--- src/rtl/registro_eventos.sv ---
// Timestamped pattern-event logger: FIFO of {mask,par,ts}, 1-cycle write latency, show-ahead read; full FIFO drops events unless popped that cycle.
// Optional per-pattern saturating counters are built only when REGISTRO_CONTADORES_EN is defined (otherwise tied to 0).
module registro_eventos #(
    parameter int TS_W       = 8,
    parameter int DEPTH_LOG2 = 3,
    parameter int CNT_W      = 8
) (
    input  logic                  clk,
    input  logic                  rst_n,
    input  logic                  in_A,
    input  logic                  in_B,
    input  logic                  in_C,
    input  logic [3:0]            in_par,
    input  logic                  rd_en,
    input  logic                  clr,
    output logic [7+TS_W-1:0]     dato_out,
    output logic                  vacio,
    output logic                  lleno,
    output logic [DEPTH_LOG2:0]   nivel,
    output logic                  desborde,
    output logic [CNT_W-1:0]      cnt_A,
    output logic [CNT_W-1:0]      cnt_B,
    output logic [CNT_W-1:0]      cnt_C
);

    localparam int                DEPTH   = 1 << DEPTH_LOG2;
    localparam int                REC_W   = 7 + TS_W;
    localparam logic [DEPTH_LOG2:0] LP_FULL = (DEPTH_LOG2+1)'(DEPTH);

    logic [TS_W-1:0]        r_ts;
    logic [DEPTH_LOG2-1:0]  r_wr_ptr;
    logic [DEPTH_LOG2-1:0]  r_rd_ptr;
    logic [DEPTH_LOG2:0]    r_nivel;
    logic                   r_vacio;
    logic                   r_lleno;
    logic                   r_desborde;
    logic [REC_W-1:0]       r_mem [DEPTH];

    logic                   w_ev;
    logic                   w_rd;
    logic                   w_wr;
    logic [REC_W-1:0]       w_rec;
    logic [DEPTH_LOG2:0]    w_nivel_nxt;

    assign w_ev  = in_A | in_B | in_C;
    assign w_rd  = rd_en & ~r_vacio;
    // A full FIFO still accepts the new record when the head is popped in the same cycle.
    assign w_wr  = w_ev & (~r_lleno | w_rd);
    assign w_rec = {in_C, in_B, in_A, in_par, r_ts};

    always_comb begin
        w_nivel_nxt = r_nivel;
        if (w_wr && !w_rd)
            w_nivel_nxt = r_nivel + 1'b1;
        else if (w_rd && !w_wr)
            w_nivel_nxt = r_nivel - 1'b1;
    end

    always_ff @(posedge clk or negedge rst_n) begin
        if (!rst_n) begin
            r_ts       <= '0;
            r_wr_ptr   <= '0;
            r_rd_ptr   <= '0;
            r_nivel    <= '0;
            r_vacio    <= 1'b1;
            r_lleno    <= 1'b0;
            r_desborde <= 1'b0;
        end else begin
            r_ts    <= r_ts + 1'b1;
            r_nivel <= w_nivel_nxt;
            r_vacio <= (w_nivel_nxt == '0);
            r_lleno <= (w_nivel_nxt == LP_FULL);
            if (w_wr)
                r_wr_ptr <= r_wr_ptr + 1'b1;
            if (w_rd)
                r_rd_ptr <= r_rd_ptr + 1'b1;
            if (clr)
                r_desborde <= 1'b0;
            else if (w_ev && !w_wr)
                r_desborde <= 1'b1;
        end
    end

    always_ff @(posedge clk) begin
        if (w_wr)
            r_mem[r_wr_ptr] <= w_rec;
    end

    // Storage is not reset, so the head is masked while empty.
    assign dato_out = r_vacio ? '0 : r_mem[r_rd_ptr];
    assign vacio    = r_vacio;
    assign lleno    = r_lleno;
    assign nivel    = r_nivel;
    assign desborde = r_desborde;

`ifdef REGISTRO_CONTADORES_EN
    logic [CNT_W-1:0] r_cnt [3];
    logic [2:0]       w_flag;

    assign w_flag = {in_C, in_B, in_A};

    always_ff @(posedge clk or negedge rst_n) begin
        if (!rst_n) begin
            for (int k = 0; k < 3; k++)
                r_cnt[k] <= '0;
        end else begin
            for (int k = 0; k < 3; k++) begin
                if (clr)
                    r_cnt[k] <= '0;
                else if (w_flag[k] && (r_cnt[k] != '1))
                    r_cnt[k] <= r_cnt[k] + 1'b1;
            end
        end
    end

    assign cnt_A = r_cnt[0];
    assign cnt_B = r_cnt[1];
    assign cnt_C = r_cnt[2];
`else
    assign cnt_A = '0;
    assign cnt_B = '0;
    assign cnt_C = '0;
`endif

endmodule

--- config.mk ---
export PLATFORM = sky130hd
export DESIGN_NAME = registro_eventos
export DESIGN_NICKNAME = d
export VERILOG_FILES = /design/src/rtl/registro_eventos.sv
export SDC_FILE = /design/constraint.sdc
export NUM_CORES = 1
export LEC_CHECK = 0
export BUFFER_PORTS_ARGS = -buffer_cell sky130_fd_sc_hd__buf_2
export CORE_MARGIN = 2
export CORE_UTILIZATION = 53
export DETAILED_ROUTE_END_ITERATION = 8
export PLACE_DENSITY = 0.81
export SLEW_MARGIN = 20
export SYNTH_ARGS = -nofsm -noshare
export SYNTH_HDL_FRONTEND = slang
export SYNTH_SLANG_ARGS = --single-unit
--- constraint.sdc ---
create_clock -name clk -period 4.6 [get_ports clk]
set_input_delay 0 -clock clk [delete_from_list [all_inputs] [get_ports clk]]
set_output_delay 0 -clock clk [all_outputs]
set_load 0.02 [all_outputs]
==> results.yml <==
run_status:
  status: "finished, final reports clean"
routing:
  wl_per_cell_um: 20.4
  viasPerCell: 5.45
  post-route-drc-count: 0
  vias: 2823
  first_pass_iters: 5
  drt_iter0_markers: 175
  drtAntennaViolNets: 0
  wirelength_um: 10600
clock_network:
  cts.path.max_buffers: 2
  cts_buffers: 17
  cts.sinks: 141
  h-tree-depth: 4
  clock_latency_ps: 510
  tritoncts: "built"
  post_cts_resize_count: 0
  cts_root_buffer: "clkbuf_8"
  clk_pin_slew_ps: 60
hold_path:
  holdPathEnd: "r_mem[7][10]"
  worstHoldStart: "in_par[2]"
  hold-path-cell-count: 2
  min_path_type: "in -> reg"
finish:
  multi_input_area_um2: 1480
  fill_cells: 735
  fin_util_pct: 62.9
  nets: 383
  diodes: 0
  syn2layout_area_growth_pct: 17.2
  layout-drive-gt1-share_pct: 28.8
  register_area_um2: 4130
synth:
  synth_top_area_cell: "edfxtp_1"
  synth_area_um2: 5740
  netlist_top_cells_area: "edfxtp_1 (63%), mux4_2 (12%), dfrtp_1 (8.7%)"
  syn_inst: 308
  synth_top_area_share_pct: 62.7
  ys_ff_latch: 141
  yosys_warnings: 0
  postSynthAreaPerCell_um2: 18.7
  synth_cell_types: 36
  ys_seq_area_share_pct: 71.9
power_and_ir_drop:
  swShare_pct: 32.6
  power_leakage_nw: 2.49
  p_int_mw: 3.23
  p_sw_mw: 1.56
  p_comb_share_pct: 29.9
  clkPwrFrac_pct: 28.5
  p_seq_share_pct: 41.7
  powerDensity_nw_per_um2: 712
  ir_worst_vdd_mv: 0.457
sta:
  hold_violations: 0
  period_share_pct: 53.6
  worstMarginPinSlew_ps: 1080
  fin_worst_skew_ps: 7.09
  period_needed_ps: 2470
  slew_headroom_pct: 28.1
  maxSlewViolCount: 0
  tns_ps: 0
  rsz0062_at_grt: "no"
  fmax_mhz: 405
  setup_viol: 0
placement:
  hpwlAfterDp_um: 6040
  io_buffers: 32
  gp_congestion: 0.775
global_routing:
  grt.total_usage_pct: 20.0
  first_global_vias: 3000
  grt_max_degree: 33
  grt_overflow_total: 0
  antenna_found_initial: 0
  grt_pass1_wl_um: 16500
floorplan:
  initial_core_util_pct: 53.7
  dieWidth_um: 108
  fp-row-count: 38
  dieArea_um2: 11700
  io_pins: 57
  die_y_um: 108
  core_area_um2: 10700
critical_path:
  path_buf_inv: 1
  r2r_slack_ps: 2130
  reg2reg_from: "vacio"
  endpoint_kind: "flip-flop"
  crit_arrival_ps: 2680
  cp_slowest_cell: "nor2_1"
  r2r_cells: 5
  worstPathRequired_ps: 4810
  cp_cell_sequence: "nand2b_1 > a21oi_2 > nand2_1 > nor2_1 > buf_4"
  crit_type: "reg -> reg"
  startpoint_type: "flip-flop"
  rr_endpoint: "r_mem[3][11]"
  worst_path_largest_cell_delay_ps: 560
  path_max_fanout: 18
  crit_family: "simple AND/OR/NAND/NOR gates"
flow_run:
  cap_violations: 0
==> power groups by stage <==
stage                     Sequential [mW]  Clock [mW]  Combinational, mW
after global placement               2.00           0               1.40
final                                2.00        1.36               1.43
after global routing                 2.04        1.44               1.55
after floorplan                      1.87           0               1.12
after detailed placement             2.03           0               1.43
after CTS                            2.01        1.38               1.45
==> cell usage after synthesis (all sizes together) <==
master / n
o21ai: 2
conb: 1
mux2i: 15
nor3b: 1
o31ai: 1
nor2: 26
mux4: 30
dfstp: 1
a22oi: 2
xnor2: 10
nor4: 1
nor3: 6
ha: 5
nand2b: 4
nor2b: 1
nand2: 9
buf: 33
edfxtp: 120
nand4: 1
xor2: 3
dfrtp: 20
clkbuf: 2
nand3: 3
mux2: 2
and3: 2
and2: 1
inv: 3
and4: 1
a21oi: 2
==> worst register-to-register path, delay by kind of cell (launching register included) <==
kind                   cells  cell delay (ps)
buffers and inverters      1              330
AND/OR/NAND/NOR            3             1040
flip-flops                 1              500
AO/OA/AOI/OAI              1              300
==> cell usage in the layout, fill, tap and decap left out, drive strengths merged, types with 10 or more instances in the layout <==
master	synthesis	final
xnor2	10	10
conb	1	24
buf	33	39
nor2	26	26
edfxtp	120	120
mux4	30	30
clkbuf	2	18
dfrtp	20	20
mux2i	15	15
dlygate4sd3	0	13
==> state kept, by name, summed over array words and instances, names as in the netlist <==
name and flops:
lleno 1, desborde 1, nivel 4, vacio 1, r_wr_ptr 3, r_ts 8
r_rd_ptr 3, r_mem 120
==> layout make-up <==
cell class                 instances  area share [%]
sequential                       141            61.4
multi-input combinational        152            22.0
clock buffer                      18            6.21
timing repair buffer              52            5.09
tap                              140            2.60
clock inverter                    12            2.55
inverter                           3           0.167
==> worst max-delay path by stage <==
| stage | slack, ps | from | end | depth (start not counted) |
|---|---|---|---|---|
| after floorplan | 1990 | vacio | r_mem[0][0] | 5 |
| after global placement | 2050 | vacio | r_mem[0][6] | 4 |
| after detailed placement | 2160 | vacio | r_mem[3][6] | 5 |
| after CTS | 2080 | vacio | r_mem[3][11] | 5 |
| after global routing | 1930 | vacio | r_mem[3][11] | 5 |
| final | 2130 | vacio | r_mem[3][11] | 5 |
==> kinds of logic (layout without fill, tap and decap cells) <==
| family | after synthesis | after routing | synth area share [%] |
|---|---|---|---|
| flops | 141 | 141 | 71.9 |
| simple gates | 56 | 56 | 4.86 |
| mux | 47 | 47 | 14.8 |
| buf+inv | 38 | 85 | 4.23 |
| xor+xnor | 13 | 13 | 2.11 |
| compound gates | 7 | 7 | 0.980 |
| fa+ha+maj | 5 | 5 | 1.09 |
| other cells | 1 | 24 | 0.0653 |
==> layer usage <==
metal / vias to the layer above / GRT usage (%) / routed length (µm) / share of wire, %
li1: 1262 / - / - / -
met1: 1439 / 25.1 / 4160 / 39
met2: 118 / 33.5 / 5600 / 53
met3: 4 / 4.88 / 735 / 7.0
met4: 0 / 8.61 / 67 / 0.63
met5: - / 0 / 0 / 0
==> metrics by stage <==
stage | instances | instance area, µm² | setup slack, ps | hold slack (ps) | power [mW]
2_1_floorplan | 331 | 5830 | 1990 | -296 | 2.99
3_3_place_gp | 475 | 6000 | 2050 | -21.6 | 3.40
3_5_place_dp | 475 | 6010 | 2160 | -14.4 | 3.45
4_1_cts | 518 | 6730 | 2080 | 273 | 4.84
5_1_grt | 518 | 6730 | 1930 | 306 | 5.03
6_report | 518 | 6730 | 2130 | 289 | 4.79
==> timing repair <==
| action | CTS | global route |
|---|---|---|
| endpoints found under the hold margin | 81 | 0 |
| hold buffers | 13 | 0 |
| setup buffers | 0 | 0 |
Power figures use the tool's default switching activity.
